--- config.mk ---
export PLATFORM = sky130hd
export DESIGN_NAME = memory_access
export DESIGN_NICKNAME = d
export VERILOG_FILES = /design/src/rtl/memory_access.sv
export SDC_FILE = /design/constraint.sdc
export NUM_CORES = 1
export LEC_CHECK = 0
export CORE_ASPECT_RATIO = 1.25
export CORE_MARGIN = 10
export CORE_UTILIZATION = 52
export CTS_CLUSTER_SIZE = 10
export DETAILED_ROUTE_END_ITERATION = 12
export PLACE_DENSITY = 0.87
export SYNTH_ARGS = -nofsm -noshare
export SYNTH_HDL_FRONTEND = slang
export SYNTH_SLANG_ARGS = --single-unit
--- constraint.sdc ---
create_clock -name clk -period 4.35 [get_ports clk]
set_clock_uncertainty 0.05 [all_clocks]
set_input_delay 0.435 -clock clk [delete_from_list [all_inputs] [get_ports clk]]
set_output_delay 0.435 -clock clk [all_outputs]
set_load 0.05 [all_outputs]
--- src/rtl/memory_access.sv ---
// memory_access: RV32I memory stage performing loads/stores over a req/ack data bus
module memory_access (
  input  logic        clk,
  input  logic        rst_n,
  input  logic        ex_mem_valid,
  input  logic [31:0] ex_mem_pc,
  input  logic [31:0] ex_mem_ir,
  input  logic [31:0] ex_mem_alu_out,
  input  logic [31:0] ex_mem_rs2,
  output logic        mem_stall,
  output logic        mem_wb_valid,
  output logic [31:0] mem_wb_pc,
  output logic [31:0] mem_wb_ir,
  output logic [31:0] mem_wb_alu_out,
  output logic        mem_err,
  output logic        dmem_req,
  output logic        dmem_we,
  output logic [31:0] dmem_addr,
  output logic [3:0]  dmem_be,
  output logic [31:0] dmem_wdata,
  input  logic [31:0] dmem_rdata,
  input  logic        dmem_ack
);
  localparam logic [6:0]  OP_LOAD  = 7'b0000011;
  localparam logic [6:0]  OP_STORE = 7'b0100011;
  localparam logic [31:0] NOP      = 32'h00000013;
  typedef enum logic {IDLE, ACCESS} state_t;
  state_t      state;
  logic [31:0] pc_q, ir_q, ea_q, rs2_q;
  logic [2:0]  f3_q;
  logic        st_q;
  logic [2:0]  f3;
  logic        is_ld, is_st, legal, aligned, ok;
  logic [31:0] rsh, ld_data;
  logic [15:0] half;
  logic [3:0]  be_c;
  logic [31:0] wdata_c;
  always_comb begin
    f3       = ex_mem_ir[14:12];
    is_ld    = ex_mem_ir[6:0] == OP_LOAD;
    is_st    = ex_mem_ir[6:0] == OP_STORE;
    legal    = is_ld ? (f3 != 3'b011 && f3[2:1] != 2'b11) : (f3[2] == 1'b0 && f3[1:0] != 2'b11);
    aligned  = f3[1] ? ex_mem_alu_out[1:0] == 2'b00 : f3[0] ? ~ex_mem_alu_out[0] : 1'b1;
    ok       = legal & aligned;
    mem_stall = (state == IDLE && ex_mem_valid && (is_ld | is_st) && ok) || (state == ACCESS && !dmem_ack);
    rsh      = dmem_rdata >> {ea_q[1:0], 3'b000};
    half     = ea_q[1] ? dmem_rdata[31:16] : dmem_rdata[15:0];
    ld_data  = f3_q[1] ? dmem_rdata : f3_q[0] ? {{16{~f3_q[2] & half[15]}}, half} : {{24{~f3_q[2] & rsh[7]}}, rsh[7:0]};
    be_c     = f3_q[1] ? 4'b1111 : f3_q[0] ? 4'b0011 << {ea_q[1], 1'b0} : 4'b0001 << ea_q[1:0];
    wdata_c  = f3_q[1] ? rs2_q : f3_q[0] ? {2{rs2_q[15:0]}} : {4{rs2_q[7:0]}};
    dmem_req   = state == ACCESS;
    dmem_we    = dmem_req & st_q;
    dmem_addr  = dmem_req ? {ea_q[31:2], 2'b00} : 32'h0;
    dmem_be    = dmem_req ? be_c : 4'h0;
    dmem_wdata = dmem_req ? wdata_c : 32'h0;
  end
  always_ff @(posedge clk or negedge rst_n) begin
    if (!rst_n) begin
      state          <= IDLE;
      pc_q           <= '0;
      ir_q           <= '0;
      ea_q           <= '0;
      rs2_q          <= '0;
      f3_q           <= '0;
      st_q           <= 1'b0;
      mem_wb_valid   <= 1'b0;
      mem_wb_pc      <= '0;
      mem_wb_ir      <= '0;
      mem_wb_alu_out <= '0;
      mem_err        <= 1'b0;
    end else begin
      mem_wb_valid <= 1'b0;
      mem_err      <= 1'b0;
      if (state == IDLE && ex_mem_valid) begin
        if (!(is_ld | is_st)) begin
          mem_wb_valid   <= 1'b1;
          mem_wb_pc      <= ex_mem_pc;
          mem_wb_ir      <= ex_mem_ir;
          mem_wb_alu_out <= ex_mem_alu_out;
        end else if (ok) begin
          state <= ACCESS;
          pc_q  <= ex_mem_pc;
          ir_q  <= ex_mem_ir;
          ea_q  <= ex_mem_alu_out;
          rs2_q <= ex_mem_rs2;
          f3_q  <= f3;
          st_q  <= is_st;
        end else begin
          mem_wb_valid   <= 1'b1;
          mem_wb_pc      <= ex_mem_pc;
          mem_wb_ir      <= NOP;
          mem_wb_alu_out <= '0;
          mem_err        <= 1'b1;
        end
      end else if (state == ACCESS && dmem_ack) begin
        state          <= IDLE;
        mem_wb_valid   <= 1'b1;
        mem_wb_pc      <= pc_q;
        mem_wb_ir      <= ir_q;
        mem_wb_alu_out <= st_q ? ea_q : ld_data;
      end
    end
  end
endmodule

After elaboration in Yosys (flattened, before gate mapping). Cells that the tools add are included.

Logic and storage cells: 82. Bits of input ports: 164. Register bits: 231.

Eq/ne operators: 8. Reduce and logical (&&, ||, !) cells: 14. Bitwise logic cells: 9. Shifts and indexed selects: 3. Mux-type cells: 36.

Operator list (count): $mux W32 (19); $shr A32 B5 Y8 (1); $mux W16 (1); $mux W1 (13); $mux W4 (3); $eq A7 B2 Y1 const B (1); $eq A7 B6 Y1 const B (1); $logic_and A1 B1 Y1 (7); $ne A2 B2 Y1 const B (3); $reduce_and A3 Y1 (2); $and A1 B1 Y1 (4); $not A1 Y1 (4); $shl A1 B2 Y4 const A (1); $shl A2 B2 Y4 const A (1); $ne A3 B2 Y1 const B (1); $ne A3 B3 Y1 const B (1); $logic_not A2 Y1 (1); $ne A2 B1 Y1 const B (1); $reduce_and A2 Y1 (1); $reduce_bool A2 Y1 (1); $logic_not A1 Y1 (1); $logic_or A1 B1 Y1 (1); $or A1 B1 Y1 (1).

Logic depth before layout (Yosys ltp).
Depth after elaboration: 7. Gate-level depth with buffers: 8.

Worst setup path before layout. No wires, ideal clock.

Path type: register to output. Start: register state (netlist: dmem_req). End: output port dmem_wdata[10]. Cell stages (with the launch flop): 4. Setup slack: 1.554 ns. Path buffers: 2. Data required time: 3.865 ns. Arrival time: 2.311 ns. Cells stage by stage: dfrtp_1 > clkbuf_1 > clkbuf_1 > a21boi_0.

Word-level cells in the longest chain between the ends: 1.

RTL lines: from (decl) (line 28) `state_t state;`; from (signal assigned) (line 59) `state <= IDLE;`; from (signal assigned) (line 81) `state <= ACCESS;`; from (signal assigned) (line 96) `state <= IDLE;`; $mux W32 (line 55) `dmem_wdata = dmem_req ? wdata_c : 32'h0;`; to (decl) (line 20) `output logic [31:0] dmem_wdata,`.

Every way passes these cells.

==> results.py <==
metrics = {
    "global_route": {
        "grt_antenna_before_repair": 3,
        "overflow": 0,
        "grtUsageTotal_pct": 25.6,
        "grt_pass1_vias": 10204,
        "grt_max_degree": 148,
        "grt_pass1_wl_um": 58800,
    },
    "worst_setup_path": {
        "cp_slowest_cell": "clkdlybuf4s50_1",
        "endpoint_kind": "output pin",
        "crit_type": "reg -> out",
        "critPathTopFamily": "simple AND/OR/NAND/NOR gates",
        "reg2reg_depth": 6,
        "critPathLaunchType": "register",
        "worstPathArrival_ns": 3.11,
        "r2r_slack_ns": 1.11,
        "reg2reg_from": "dmem_req$_DFFE_PN0P_",
        "cp-startpoint": "ir_q[13]$_DFFE_PN0P_",
        "reg2reg_to": "mem_wb_alu_out[4]$_DFFE_PN0P_",
        "worst-path-stages": 4,
        "path_buf_inv": 1,
        "slowest_delay_ns": 0.87,
        "path_max_fanout": 14,
        "endpoint": "dmem_wdata[13]",
        "worst_ep_required_time_ns": 3.87,
        "crit_path_cell_trace": "nor2_1, nand2_1, a21boi_0, clkdlybuf4s50_1",
    },
    "floorplan": {
        "die_w_um": 152,
        "core-area_um2": 21500,
        "die-area_um2": 28200,
        "die_h_um": 185,
        "io_pins": 333,
        "rows": 60,
        "start_util_pct": 52.8,
    },
    "synth": {
        "synthDominantCellAreaShare_pct": 50.2,
        "yosysSeqAreaShare_pct": 50.2,
        "yosysMostFrequentCell": "dfrtp_1",
        "netlist_top_cells_area": "dfrtp_1 (50%), mux2_4 (11%), nand2_1 (5.9%), mux2_2 (5.2%), a31oi_1 (3.6%)",
        "ys_async_sr_fraction_pct": 100,
        "yosysWarnings": 0,
        "ys_types": 45,
        "netlist_instances": 1103,
        "synth_edf_count": 0,
        "synthTopCellsByCount": "dfrtp_1 (228), nand2_1 (180), nor2_1 (105)",
        "synth_area_um2": 11400,
        "avgSynthCellArea_um2": 10.3,
        "synth_seq_cells": 228,
        "yosysTopAreaCell": "dfrtp_1",
        "synth_ff_type": "dfrtp_1",
    },
    "cts": {
        "cts_tree": "yes",
        "clock-sinks": 228,
        "h-tree-depth": 1,
        "clk_pin_slew_worst_paths_ns": 0.06,
        "post_cts_buffers": 0,
        "root_buffer": "clkbuf_16",
        "post_cts_resized": 0,
        "numCtsBuffers": 27,
        "clk_latency_ns": 0.52,
        "hold_buffers": 0,
        "clock_path_buffers": 3,
    },
    "sta": {
        "hold_slack_ns": -0.0493,
        "min_period_ns": 3.60,
        "post-route-period-util_pct": 82.7,
        "max_slew_margin_pct": 27.5,
        "fmax_ghz": 0.278,
        "rsz0062_at_grt": "no",
        "drv_slew": 0,
        "finalSetupTns_ns": 0,
        "setup_viol_count_final": 0,
        "hold_viol_final": 28,
        "worst_slew_pin_slew_ns": 1.09,
    },
    "drt": {
        "drc": 0,
        "ant_nets": 0,
        "wl_per_cell_um": 22.7,
        "vias_per_cell": 5.89,
        "num_vias": 9833,
        "firstDrtPassIters": 7,
        "finalWirelength_um": 37800,
        "drt_iter0_drc": 858,
    },
    "layout": {
        "multi_input_area_um2": 5240,
        "area_growth_pct": 36.2,
        "nNetsFinal": 1545,
        "seqCellArea_um2": 5710,
        "nFillCells": 1491,
        "drive_gt1_share_pct": 13.7,
    },
    "outcome": {
        "status": "finished with violations",
        "violations": "hold timing",
    },
    "placement": {
        "gp_congestion": 0.872,
        "io_buffers": 330,
        "dp_hpwl_um": 26300,
    },
    "power": {
        "power_density_nw_per_um2": 367,
        "finalPower_mw": 5.68,
        "vdd_drop_max_uv": 402,
        "p_leak_nw": 6.80,
    },
    "run": {
        "timing.max_cap.violations": 0,
    },
    "min_path": {
        "holdCritPathClass": "in -> async",
    },
}
worst min path at each step:
stage / startpoint / endpoint / slack (ns) / cells past startpoint
5_1_grt: rst_n / rs2_q[20]$_DFFE_PN0P_ / 0.02 / 1
6_report: rst_n / mem_wb_ir[20]$_DFFE_PN0P_ / -0.05 / 1
3_5_place_dp: ir_q[0]$_DFFE_PN0P_ / ir_q[0]$_DFFE_PN0P_ / 0.41 / 1
2_1_floorplan: rst_n / dmem_req$_DFFE_PN0P_ / 0.09 / 0
3_3_place_gp: ir_q[1]$_DFFE_PN0P_ / ir_q[1]$_DFFE_PN0P_ / 0.40 / 1
4_1_cts: rst_n / mem_wb_ir[20]$_DFFE_PN0P_ / 0.009 / 1
sequential cells by signal (all words and copies together) (netlist names):
register        cells
mem_wb_ir          32
mem_wb_pc          32
dmem_req            1
st_q                1
mem_wb_alu_out     32
rs2_q              32
mem_wb_valid        1
ir_q               32
pc_q               32
mem_err             1
ea_q               32
routing by layer:
layer / vias up / GRT usage (%) / wire [µm]
met3: 93 / 6.96 / 3480
met4: 0 / 11.6 / 1590
met1: 4840 / 30.2 / 13900
met2: 505 / 42.9 / 18900
met5: - / 0 / 0
li1: 4395 / - / -
worst reg2reg max path, stage by stage, from the launching register on:
cell     delay [ns]
dfrtp_2        0.75
buf_4          0.47
o21a_1         0.19
o31a_2         0.74
buf_12         0.56
nor2_1         0.22
a21oi_1        0.16
through the flow:
step                hold WS, ns  cell area [µm²]  utilization (%)  std cells  setup slack, ns
floorplan                0.0894            11400                -       1104             1.55
global placement          0.399            14800             68.5       1631             1.21
detailed placement        0.409            14800             68.5       1631             1.10
CTS                     0.00875            15500             71.8       1666            0.746
global route             0.0202            15500             71.9       1669            0.680
finish                  -0.0493            15500             71.9       1669            0.752
power breakdown:
group / switching, mW / leakage (nW) / internal (mW)
Combinational: 0.782 / 3.52 / 0.527
Clock: 0.840 / 0.349 / 1.11
Sequential: 0.124 / 2.93 / 2.29
Total: 1.75 / 6.80 / 3.93
cells in the final DEF, fill, tap and decap left out, drive strengths merged, types with 3 or more instances in the layout:
master and count:
clkdlybuf4s50 328, dfrtp 228, nand2 180, mux2 135
nor2 105, a21oi 68, a31oi 65, and2 52
clkbuf 33, nand3 27, o21ai 24, mux2i 17
buf 17, a32oi 16, nor2b 13, o21a 10
a21boi 8, o221ai 7, a32o 6, a22o 6
a222oi 6, nand2b 6, diode 3, a221oi 3
logic make-up after synthesis:
logic type | Yosys count | share of synthesized area [%]
buffers and inverters | 98 | 4.04
other | 1 | 0.0330
AOI/OAI and AO/OA | 228 | 13.0
DFF | 228 | 50.2
and+or+nand+nor | 396 | 15.3
muxes | 152 | 17.5
cell type report:
type                            instances  area share (%)
Antenna cell                            3          0.0485
Timing Repair Buffer                  345            22.4
Sequential cell                       228            36.9
Multi-Input combinational cell        778            33.8
Clock buffer                           33            4.51
Clock inverter                          2           0.113
Tap cell                              279            2.25
Inverter                                1          0.0242
No activity file was read; power rests on OpenSTA's default activity.
